`src/rtl/gate_deadtime.sv`:
```
// Three-phase gate-drive conditioning: complementary high/low gate commands with
// programmable dead time and a latched external fault that forces all gates off.
module gate_deadtime #(
    parameter int DT_WIDTH = 8
) (
    input  logic                clk,
    input  logic                rstb,
    input  logic                pwmA_in,
    input  logic                pwmB_in,
    input  logic                pwmC_in,
    input  logic [DT_WIDTH-1:0] dead_time,
    input  logic                enable,
    input  logic                fault_in,
    input  logic                fault_clear,
    output logic                gate_AH,
    output logic                gate_AL,
    output logic                gate_BH,
    output logic                gate_BL,
    output logic                gate_CH,
    output logic                gate_CL,
    output logic                fault_latched
);

    typedef enum logic [2:0] {
        OFF    = 3'd0,
        LOW    = 3'd1,
        DEAD_H = 3'd2,
        HIGH   = 3'd3,
        DEAD_L = 3'd4
    } phase_state_e;

    localparam logic [DT_WIDTH-1:0] CNT_ONE = {{(DT_WIDTH-1){1'b0}}, 1'b1};

    phase_state_e        state_q [3];
    phase_state_e        state_d [3];
    logic [DT_WIDTH-1:0] cnt_q   [3];
    logic [DT_WIDTH-1:0] cnt_d   [3];
    logic [2:0]          gateH_q, gateH_d;
    logic [2:0]          gateL_q, gateL_d;
    logic                fault_q, fault_d;
    logic                forceOff;
    logic [DT_WIDTH-1:0] deadLoad;
    logic [2:0]          pwm;

    assign pwm      = {pwmC_in, pwmB_in, pwmA_in};
    assign deadLoad = (dead_time == '0) ? CNT_ONE : dead_time;

    // A new fault wins over a simultaneous clear; the raw fault_in term lets the
    // gates drop on the very edge that latches the fault.
    assign fault_d  = fault_in | (fault_q & ~fault_clear);
    assign forceOff = ~enable | fault_q | fault_in;

    always_comb begin
        for (int p = 0; p < 3; p++) begin
            state_d[p] = state_q[p];
            cnt_d[p]   = cnt_q[p];
            if (forceOff) begin
                state_d[p] = OFF;
            end else begin
                case (state_q[p])
                    OFF: begin
                        state_d[p] = pwm[p] ? DEAD_H : DEAD_L;
                        cnt_d[p]   = deadLoad;
                    end
                    LOW: begin
                        if (pwm[p]) begin
                            state_d[p] = DEAD_H;
                            cnt_d[p]   = deadLoad;
                        end
                    end
                    HIGH: begin
                        if (!pwm[p]) begin
                            state_d[p] = DEAD_L;
                            cnt_d[p]   = deadLoad;
                        end
                    end
                    // A command reversal inside the dead band returns to the side that
                    // was already conducting, so short pulses are swallowed.
                    DEAD_H: begin
                        if (!pwm[p]) begin
                            state_d[p] = LOW;
                        end else if (cnt_q[p] <= CNT_ONE) begin
                            state_d[p] = HIGH;
                        end else begin
                            cnt_d[p] = cnt_q[p] - CNT_ONE;
                        end
                    end
                    DEAD_L: begin
                        if (pwm[p]) begin
                            state_d[p] = HIGH;
                        end else if (cnt_q[p] <= CNT_ONE) begin
                            state_d[p] = LOW;
                        end else begin
                            cnt_d[p] = cnt_q[p] - CNT_ONE;
                        end
                    end
                    default: state_d[p] = OFF;
                endcase
            end
            gateH_d[p] = (state_d[p] == HIGH);
            gateL_d[p] = (state_d[p] == LOW);
        end
    end

    always_ff @(posedge clk or negedge rstb) begin
        if (!rstb) begin
            for (int p = 0; p < 3; p++) begin
                state_q[p] <= OFF;
                cnt_q[p]   <= '0;
            end
            gateH_q <= '0;
            gateL_q <= '0;
            fault_q <= 1'b0;
        end else begin
            for (int p = 0; p < 3; p++) begin
                state_q[p] <= state_d[p];
                cnt_q[p]   <= cnt_d[p];
            end
            gateH_q <= gateH_d;
            gateL_q <= gateL_d;
            fault_q <= fault_d;
        end
    end

    assign gate_AH       = gateH_q[0];
    assign gate_AL       = gateL_q[0];
    assign gate_BH       = gateH_q[1];
    assign gate_BL       = gateL_q[1];
    assign gate_CH       = gateH_q[2];
    assign gate_CL       = gateL_q[2];
    assign fault_latched = fault_q;

endmodule

```
`config.mk`:
```
export PLATFORM = sky130hd
export DESIGN_NAME = gate_deadtime
export DESIGN_NICKNAME = d
export VERILOG_FILES = /design/src/rtl/gate_deadtime.sv
export SDC_FILE = /design/constraint.sdc
export NUM_CORES = 1
export LEC_CHECK = 0
export ABC_CLOCK_PERIOD_IN_PS = 3000
export BUFFER_PORTS_ARGS = -buffer_cell sky130_fd_sc_hd__buf_2
export CAP_MARGIN = 0
export CORE_MARGIN = 2
export CORE_UTILIZATION = 25
export DETAILED_ROUTE_END_ITERATION = 8
export PLACE_DENSITY = 0.4
export SYNTH_ARGS = -nofsm -noshare
export SYNTH_HDL_FRONTEND = slang
export SYNTH_SLANG_ARGS = --single-unit
```
`constraint.sdc`:
```
create_clock -name clk -period 3 [get_ports clk]
set_input_delay 0.6 -clock clk [delete_from_list [all_inputs] [get_ports clk]]
set_output_delay 0.6 -clock clk [all_outputs]
set_load 0.02 [all_outputs]
```
# ---- After elaboration in Yosys (flattened, before gate mapping)
# Cells that the tools add are included.
dict set report word_totals {
  reg_bits 40
  output_inout_bits 7
}
dict set report classes {
  reduce_logical 10
  muxes 46
  n_lt_le_gt_ge 3
  eq_ne 30
  n_bitwise 7
  n_addsub 3
}
# op n
set op_table {}
lappend op_table {{$mux W8} 16}
lappend op_table {{$pmux W8 S5} 3}
lappend op_table {{$mux W3} 24}
lappend op_table {{$pmux W3 S5} 3}
lappend op_table {{$eq A3 B2 Y1 const B} 9}
lappend op_table {{$le A8 B1 Y1 const B} 3}
lappend op_table {{$ne A2 B2 Y1 const B} 12}
lappend op_table {{$sub A8 B1 Y8 const B} 3}
lappend op_table {{$eq A3 B1 Y1 const B} 6}
lappend op_table {{$reduce_and A6 Y1} 3}
lappend op_table {{$reduce_bool A5 Y1} 3}
lappend op_table {{$eq A3 B3 Y1 const B} 3}
lappend op_table {{$logic_not A3 Y1} 3}
lappend op_table {{$logic_not A8 Y1} 1}
lappend op_table {{$not A1 Y1} 3}
lappend op_table {{$or A1 B1 Y1} 3}
lappend op_table {{$and A1 B1 Y1} 1}

# ---- Depth between registers and ports, before layout
dict set report depth {
  word_depth 6
  mapped_depth 8
}

# ---- Worst setup path after synthesis
# Ideal clock, no wire load.
dict set report synth_timing {
  path_kind {in2reg}
  start {input enable}
  end {register cnt_q[9] (netlist name)}
  cell_stages 6
  arrival_ns 2.050
  slack_ns 0.825
  t_required_ns 2.875
  setup_time_ns 0.125
  cell_sequence {nor3b_1 -> and2_1 -> o211a_1 -> and2_4 -> buf_6 -> mux2_4}
}
dict set report synth_between {
  elab_chain_cells 5
}
# element line
set synth_rtl {}
lappend synth_rtl {{from (decl)} 12} ;# input logic enable,
lappend synth_rtl {{$not A1 Y1} 51} ;# assign forceOff = ~enable | fault_q | fault_in;
lappend synth_rtl {{$or A1 B1 Y1 (2 in a row)} 51}
lappend synth_rtl {{$not A1 Y1 (no line)} --}
lappend synth_rtl {{$reduce_and A6 Y1 (no line)} --}
lappend synth_rtl {{to (signal, indexed assignment)} 117} ;# cnt_q[p] <= cnt_d[p];
lappend synth_rtl {{to (decl)} 36} ;# logic [DT_WIDTH-1:0] cnt_q [3];
# No other way between the ends.
# A chain may end at the register's enable or synchronous reset.

# ---- Worst setup path in the final report
dict set report layout_timing {
  start {register cnt_q[10] (netlist name)}
  end {register cnt_q[9] (netlist name)}
}
dict set report layout_between {
  elab_chain_cells 4
  word_cells_on_any_way 5
  cone_classes {1 x order compare; 4 x mux}
}
# element line
set layout_rtl {}
lappend layout_rtl {{$le A8 B1 Y1 *} {82, 91}}
lappend layout_rtl {{$mux W8 *} --}
lappend layout_rtl {{$mux W8, on equally long branches} --}
lappend layout_rtl {{$pmux W8 S5 *} --}
# Every way passes the cells marked *; elsewhere a longest branch is shown, timed or not. The select of a mux whose other input is x is not followed.

==> results.cfg <==
[run_status]
outcome = complete, no violations

[clocking]
clock_sinks = 40
clock_latency_ns = 0.29
cts_buffers = 5
cts_setup_buffers = 0
clk_pin_slew_ns = 0.09
clock-root-buffer = clkbuf_8
clockBufferDepth = 2
cts_resized = 0
cts_tree = done
cts_hold_buf = 0
h-tree-depth = 2

[synth]
ys_ff_latch = 40
synth_cells = 297
synth.largest_area_cell = dfrtp_1
synthTopCellsByArea = dfrtp_1, a21oi_1, o21ai_0
synth_flop_cell = dfrtp_1
synth_top_area_share_pct = 39.6
synth_common_cells = dfrtp_1, a21oi_1, nor2_1, o21ai_0
synth_most_common_cell = dfrtp_1
synth_warnings = 0
synth-seq-area-share_pct = 39.6
synth_nets = 319
synth_area_per_cell_um2 = 8.50
synth_edf_count = 0
syn_area_um2 = 2520
async_flop_share_pct = 100
synth_cell_type_count = 54

[power]
p_clk_share_pct = 32.1
p_leak_nw = 1.23
p_sw_share_pct = 31.7
combPwrFrac_pct = 20.7
p_per_area_nw_per_um2 = 533
p_switching_w = 0.000488
vdd_drop_max_v = 0.000186
seqPwrFrac_pct = 47.2
p_int_w = 0.00105

[sta]
worst_clock_skew_ns = 0.00489
fmax_ghz = 0.439
tns_ns = 0
grt_setup_unrepaired = no
drv_slew = 0
period_share_pct = 75.9
finalSetupViolations = 0
timing.slew.headroom_pct = 35.6
worstMarginPinSlew_ns = 0.966
fin_crit_ns = 2.28
hold_violations = 0

[cells_and_area]
areaGrowthSynthToFinish_pct = 14.6
num-fill-cells = 1071
final_layout_size_suffix_gt1_share_pct = 15.2
final_area_um2 = 2890
num_antenna_cells = 0
nets = 336

[floorplan]
dieArea_um2 = 10900
initial_core_util_pct = 25.8
die_width_um = 104
io_pins = 23
rows = 36
core-area_um2 = 9770
die_h_um = 104

[critical_path]
r2r_slack_ns = 0.72
setup.worst_path.end_class = flop
r2r_cells = 5
cp-startpoint = cnt_q[10]
required_ns = 3.17
critical_path_class = reg -> reg
r2r_end = cnt_q[9]
cp-start-kind = flop
rr_startpoint = cnt_q[10]
critPathMaxFanout = 10
crit_end = cnt_q[9]
crit_arrival_ns = 2.45

[global_routing]
grtUsageTotal_pct = 13.0
grt_pass1_wl_um = 11400
grt_pass1_vias = 2169
antenna_found_initial = 0
grt_max_degree = 41
grt_overflow_total = 0

[hold_path]
min_path_type = in -> async

[detailed_routing]
viasPerCell = 5.02
ant_nets = 0
drt-total-wl_um = 6750
drc = 0
drt_pre_antenna_iters = 4
drtIter0Drc = 58
wl_per_cell_um = 15.1
vias = 2248

[place]
port_buffers = 22
dpl-instance-area_um2 = 2770
routabilityCongestion = 0.771
dp_hpwl_um = 4700

[flow_run]
max-cap-violations = 0
[state kept, by name, indices dropped and copies added (netlist names)]
signal and cells:
gateH_q 3, cnt_q 24, gateL_q 3, fault_latched 1
state_q 9
[area by class of cell]
class | count | area, um2 | share of cell area [%]
Timing Repair Buffer | 27 | 148 | 5.10
Clock buffer | 7 | 96.3 | 3.33
Sequential cell | 40 | 1000 | 34.6
Tap cell | 133 | 166 | 5.75
Clock inverter | 1 | 30.0 | 1.04
Inverter | 13 | 48.8 | 1.69
Multi-Input combinational cell | 227 | 1400 | 48.5
[cells in the final DEF, fill, tap and decap left out, types with 4 or more instances in the layout]
cell,instances
dfrtp_1,40
a21oi_1,32
nor2_1,29
o21ai_0,28
buf_2,22
nand2_1,15
nor3_1,15
inv_1,13
clkbuf_8,7
nor3b_1,6
nor4_1,6
ha_1,6
xnor2_1,5
nor2b_1,5
nand2b_1,5
o22a_1,5
a31oi_1,5
buf_4,5
a211oi_1,4
o22ai_1,4
nand3_1,4
a2bb2oi_1,4
[kinds of logic (layout without fill, tap and decap cells)]
| family | after synthesis | count (layout) | share of synthesized area, % |
|---|---|---|---|
| xor+xnor | 6 | 6 | 2.08 |
| mux | 2 | 2 | 1.04 |
| buf+inv | 30 | 48 | 4.81 |
| compound gates | 104 | 104 | 25.9 |
| fa+ha+maj | 6 | 6 | 2.97 |
| simple gates | 109 | 109 | 23.6 |
| flops | 40 | 40 | 39.6 |
[worst max-delay path, stage by stage (launching register included)]
cell and delay, ns:
dfrtp_1 0.44, or4_4 0.56, nor4_4 0.53, nand2_2 0.13
and2_4 0.21, mux2_4 0.29
[metrics by stage]
stage / hold WS (ns) / setup WS (ns) / total power, W / std cells / util [%]
floorplan: 0.304 / 0.825 / 0.000945 / 297 / -
global placement: 0.505 / 0.748 / 0.00106 / 440 / 28.3
detailed placement: 0.507 / 0.754 / 0.00106 / 440 / 28.3
CTS: 0.510 / 0.721 / 0.00157 / 448 / 29.6
global route: 0.531 / 0.611 / 0.00165 / 448 / 29.6
finish: 0.468 / 0.722 / 0.00154 / 448 / 29.6
[power groups by stage]
stage               clock, W  combinational [W]  sequential (W)
global placement           0           0.000322        0.000740
finish              0.000494           0.000319        0.000728
CTS                 0.000517           0.000326        0.000728
detailed placement         0           0.000323        0.000740
floorplan                  0           0.000236        0.000709
global route        0.000536           0.000371        0.000746
[layer usage]
| metal | wire (um) | vias to the layer above | track usage [%] |
|---|---|---|---|
| met4 | 30 | 0 | 2.22 |
| met5 | 0 | - | 0 |
| met1 | 3360 | 1080 | 18.2 |
| li1 | - | 1127 | - |
| met2 | 3160 | 39 | 21.0 |
| met3 | 198 | 2 | 2.32 |
[worst min-delay path by stage]
stage / from / cells after the start / end
floorplan: rstb / 0 / cnt_q[0]
detailed placement: cnt_q[17] / 1 / cnt_q[17]
finish: rstb / 1 / cnt_q[6]
CTS: fault_in / 2 / fault_latched
global placement: fault_latched / 1 / fault_latched
global route: fault_in / 2 / fault_latched
Note: power is estimated with default switching activity, not from simulation.
